$ cat src/rtl/fifo_warb_pkg.sv
// ============================================================================
// Module   : fifo_warb_pkg
// Brief    : Shared types and width helpers for the FIFO write-side arbiter.
// Revision : 1.0
// ============================================================================
`default_nettype none

package fifo_warb_pkg;

    localparam logic [0:0] ST_ARB   = 1'b0;
    localparam logic [0:0] ST_BURST = 1'b1;

    typedef enum logic [0:0] {
        WARB_ARB   = ST_ARB,
        WARB_BURST = ST_BURST
    } warb_state_e;

    localparam int NREQ_DEF     = 4;
    localparam int MAXBURST_DEF = 4;

    function automatic int owner_width(input int nreq);
        return (nreq > 1) ? $clog2(nreq) : 1;
    endfunction

    // Beat counter must be able to hold MAXBURST itself
    function automatic int beat_width(input int maxburst);
        return (maxburst > 0) ? $clog2(maxburst + 1) : 1;
    endfunction

    localparam int OWNER_W_DEF = owner_width(NREQ_DEF);
    localparam int BEAT_W_DEF  = beat_width(MAXBURST_DEF);

endpackage

`default_nettype wire

$ cat src/rtl/warb_rr_pick.sv
// ============================================================================
// Module   : warb_rr_pick
// Brief    : Combinational rotate-priority picker; first valid index at or
//            after rr_ptr, wrapping modulo NREQ.
// Revision : 1.0
// ============================================================================
`default_nettype none

module warb_rr_pick
    import fifo_warb_pkg::*;
#(
    parameter int NREQ = 4,
    parameter int OW   = owner_width(NREQ)
) (
    input  logic [NREQ-1:0] req_valid,
    input  logic [OW-1:0]   rr_ptr,
    output logic [OW-1:0]   grant,
    output logic            any_valid
);

    logic [OW-1:0] w_idx;

    // Scan from the farthest offset down so the nearest valid index wins
    always_comb begin
        grant     = '0;
        any_valid = 1'b0;
        w_idx     = '0;
        for (int k = NREQ - 1; k >= 0; k--) begin
            w_idx = OW'((int'(rr_ptr) + k) % NREQ);
            if (req_valid[w_idx]) begin
                grant     = w_idx;
                any_valid = 1'b1;
            end
        end
    end

endmodule

`default_nettype wire

$ cat src/rtl/fifo_wr_arbiter.sv
// ============================================================================
// Module   : fifo_wr_arbiter
// Brief    : Round-robin, burst-locked arbiter sharing the async FIFO write
//            port. Optional per-requester word counters: WARB_CNT_EN.
// Revision : 1.0
// ============================================================================
`default_nettype none

module fifo_wr_arbiter
    import fifo_warb_pkg::*;
#(
    parameter int NREQ     = 4,
    parameter int DSIZE    = 8,
    parameter int MAXBURST = 4
`ifdef WARB_CNT_EN
    ,
    parameter int CNTW     = 16
`endif
) (
    input  logic                     wclk,
    input  logic                     wrst_n,
    input  logic [NREQ-1:0]          req_valid,
    input  logic [NREQ-1:0]          req_last,
    input  logic [NREQ*DSIZE-1:0]    req_data,
    output logic [NREQ-1:0]          req_ready,
    input  logic                     wfull,
    output logic                     winc,
    output logic [DSIZE-1:0]         wdata,
    output logic [owner_width(NREQ)-1:0] owner,
    output logic                     busy
`ifdef WARB_CNT_EN
    ,
    output logic [NREQ*CNTW-1:0]     cnt_words
`endif
);

    localparam int OW = owner_width(NREQ);
    localparam int BW = beat_width(MAXBURST);

    warb_state_e   r_state;
    logic [OW-1:0] r_owner;
    logic [BW-1:0] r_beat;
    logic [OW-1:0] r_rr_ptr;

    logic          w_active;
    logic          w_xfer;
    logic          w_release;
    logic [OW-1:0] w_pick;
    logic          w_any;
    logic [OW-1:0] w_next_ptr;

    warb_rr_pick #(
        .NREQ (NREQ),
        .OW   (OW)
    ) u_pick (
        .req_valid (req_valid),
        .rr_ptr    (r_rr_ptr),
        .grant     (w_pick),
        .any_valid (w_any)
    );

    // Gated by reset so an abandoned burst never strobes on the reset cycle
    assign w_active   = (r_state == WARB_BURST) && wrst_n;
    assign w_xfer     = w_active && req_valid[r_owner] && !wfull;
    assign w_release  = w_xfer && (req_last[r_owner] || (r_beat == BW'(MAXBURST - 1)));
    assign w_next_ptr = (r_owner == OW'(NREQ - 1)) ? '0 : r_owner + OW'(1);

    assign winc  = w_xfer;
    assign wdata = req_data[r_owner*DSIZE +: DSIZE];
    assign owner = r_owner;
    assign busy  = (r_state == WARB_BURST);

    always_comb begin
        req_ready = '0;
        if (w_active && !wfull) begin
            req_ready[r_owner] = 1'b1;
        end
    end

    always_ff @(posedge wclk) begin
        if (!wrst_n) begin
            r_state  <= WARB_ARB;
            r_owner  <= '0;
            r_beat   <= '0;
            r_rr_ptr <= '0;
        end else begin
            case (r_state)
                WARB_ARB: begin
                    if (w_any) begin
                        r_state <= WARB_BURST;
                        r_owner <= w_pick;
                        r_beat  <= '0;
                    end
                end
                WARB_BURST: begin
                    if (w_release) begin
                        r_state  <= WARB_ARB;
                        r_rr_ptr <= w_next_ptr;
                        r_beat   <= '0;
                    end else if (w_xfer) begin
                        r_beat <= r_beat + BW'(1);
                    end
                end
                default: r_state <= WARB_ARB;
            endcase
        end
    end

`ifdef WARB_CNT_EN
    logic [CNTW-1:0] r_cnt [NREQ];

    generate
        for (genvar i = 0; i < NREQ; i++) begin : g_cnt
            always_ff @(posedge wclk) begin
                if (!wrst_n) begin
                    r_cnt[i] <= '0;
                end else if (w_xfer && (r_owner == OW'(i)) && (r_cnt[i] != '1)) begin
                    r_cnt[i] <= r_cnt[i] + CNTW'(1);
                end
            end
            assign cnt_words[i*CNTW +: CNTW] = r_cnt[i];
        end
    endgenerate
`endif

endmodule

`default_nettype wire

$ cat config.mk
export PLATFORM = sky130hd
export DESIGN_NAME = fifo_wr_arbiter
export DESIGN_NICKNAME = d
export VERILOG_FILES = /design/src/rtl/fifo_warb_pkg.sv /design/src/rtl/warb_rr_pick.sv /design/src/rtl/fifo_wr_arbiter.sv
export SDC_FILE = /design/constraint.sdc
export NUM_CORES = 1
export LEC_CHECK = 0
export BUFFER_PORTS_ARGS = -buffer_cell sky130_fd_sc_hd__buf_2
export CAP_MARGIN = 40
export CELL_PAD_IN_SITES_DETAIL_PLACEMENT = 1
export CELL_PAD_IN_SITES_GLOBAL_PLACEMENT = 1
export CORE_MARGIN = 4
export CORE_UTILIZATION = 26
export DETAILED_ROUTE_END_ITERATION = 16
export PLACE_DENSITY_LB_ADDON = 0.08
export SKIP_LAST_GASP = 1
export SLEW_MARGIN = 20
export SYNTH_ARGS = -nofsm -noshare
export SYNTH_HDL_FRONTEND = slang
export SYNTH_SLANG_ARGS = --single-unit
$ cat constraint.sdc
create_clock -name wclk -period 1.9 [get_ports wclk]
set_input_delay 0.19 -clock wclk [delete_from_list [all_inputs] [get_ports wclk]]
set_output_delay 0.19 -clock wclk [all_outputs]
set_load 0.005 [all_outputs]
==> out/metrics.yaml <==
synth_nets: 122
cts_buffers: 3
p_leak_uw: 0.000525
numPortBuffers: 58
r2r_start: "owner[0]"
syn2layout_area_growth_pct: 49.2
worstPathRequired_ns: 1.71
diodes: 0
synth_edf_count: 0
grt_setup_unrepaired: "no"
finalClockSkew_ns: 0.00274
numClockSinks: 8
grt_max_degree: 15
ir_worst_vdd_uv: 323
drc_errors: 0
fmax_ghz: 0.582
hold_start: "wrst_n"
grt_overflow: 0
finalNetCount: 185
path_class: "reg2out"
hold_class: "in2reg"
yosys_warnings: 0
syn-cell-area_sq_um: 729
vias: 829
yosysTopAreaCell: "mux4_2"
synthesis.instances: 73
routed_via_density: 5.05
worst_pin_slew_ns: 0.378
slew_violations: 0
die_height_um: 61.0
setup.worst_path.start_class: "flop"
ys_seq_elements: 8
cts_max_level: 1
fin_crit_ns: 1.72
worstPathCellList: "buf_4 > mux4_2 > buf_2"
finalHoldViolCount: 0
critPathMaxFanout: 10
cts_resized: 0
clock_latency_ns: 0.25
die_width_um: 61.0
syn_area_per_cell_sq_um: 9.99
ys_types: 26
netlist.area_leader.share_pct: 27.8
max_cap_violations: 0
ys_seq_area_share_pct: 22.0
grtUsageTotal_pct: 14.1
powerDensity_nw_per_um2: 477
setup_tns_ns: 0
synth_area_leaders: "mux4_2 (28%), dfxtp_1 (22%), ha_1 (10%)"
rows: 18
gp_congestion: 0.734
initial_core_util_pct: 28.4
firstDrtPassIters: 3
drt_iter0_markers: 17
setup.worst_path.start: "owner[0]"
cp_data_arrival_time_ns: 1.53
slew_headroom_pct: 74.6
postCtsSetupBuffers: 0
setup_viol: 0
synth-main-ff-cell: "dfxtp_1"
io_pins: 59
coreArea_sq_um: 2570
final_common_cell: "buf_2"
tritoncts: "built"
root_buffer: "clkbuf_4"
crit_slowest_cell: "mux4_2"
end_kind: "primary output"
status: "finished, final reports clean"
postLayoutCoreUtil_pct: 42.4
cp_top_family: "multiplexers"
wirelength_um: 2420
grt_pass1_vias: 859
period_share_pct: 90.5
grt_first_pass_wirelength_um: 3930
path_clk_slew_ns: 0.06
die_area_sq_um: 3720
layout_common_cells: "buf_2 (58), mux4_2 (9), nand2_1 (9), dfxtp_1 (8)"
drive_gt1_share_pct: 55.2
wl_per_cell_um: 14.8
place_hpwl_um: 2130
cts_buffer_depth: 2
antenna_found_initial: 0
ctsHoldBuffers: 0
postRouteAntennaNets: 0
slowest_delay_ns: 0.51
async_flop_share_pct: 0
crit_buf_inv: 2
==> power by group <==
group / switching [uW] / leakage, uW / internal, uW / total [uW]
Combinational: 86.5 / 0.000446 / 116 / 203
Sequential: 10.7 / 0.0000651 / 178 / 188
Clock: 56.3 / 0.0000138 / 72.2 / 129
==> cell type report <==
cell class,count,area [sq um]
sequential,8,160
tap,30,37.5
clock buffer,3,22.5
timing repair buffer,61,313
fill,328,1480
inverter,6,22.5
multi-input combinational,56,533
==> metrics by stage <==
step                      total power [uW]  instances  setup WS, ns  hold WS (ns)  cell area [sq um]
after floorplan                        296         73         0.441         0.441                729
after global placement                 394        161         0.409         0.478               1070
after detailed placement               398        161         0.361         0.487               1070
after CTS                              529        164         0.151         0.280               1090
after global routing                   557        164        0.0753         0.314               1090
final                                  520        164         0.181         0.282               1090
==> cells by family (layout without fill, tap and decap cells) <==
| logic type | after synthesis | count (layout) | share of synthesized area (%) |
|---|---|---|---|
| simple gates | 25 | 25 | 17.5 |
| mux | 12 | 12 | 34.1 |
| compound gates | 13 | 13 | 11.2 |
| buf+inv | 9 | 70 | 4.97 |
| flops | 8 | 8 | 22.0 |
| fa+ha+maj | 6 | 6 | 10.3 |
==> synth_stat cells, drive strengths merged, types with 2 or more instances <==
cell	n
mux2i	2
inv	6
dfxtp	8
buf	3
mux4	10
nand4	2
o21ai	5
nand3	2
nand2	9
a21oi	2
o221ai	2
and2	4
ha	6
nor2	3
==> flip-flops by register name (all words and copies together), names as in the netlist <==
name / count
r_beat: 3
busy: 1
owner: 2
r_rr_ptr: 2
==> per-layer routing <==
metal | track usage, % | routed length (um) | vias to the layer above
met5 | 0 | 0 | -
li1 | - | - | 400
met4 | 1.86 | 0 | 0
met3 | 3.62 | 247 | 0
met1 | 15.1 | 910 | 398
met2 | 27.9 | 1260 | 31
==> worst paths after layout <==
path	depth (start not counted)	endpoint	slack, ns
hold reg to reg	2	r_beat[1]	0.49
setup / recovery	3	wdata[4]	0.18
setup reg to reg	4	r_rr_ptr[1]	0.38
hold / removal	2	owner[1]	0.28
No activity file was read; power rests on OpenSTA's default activity.
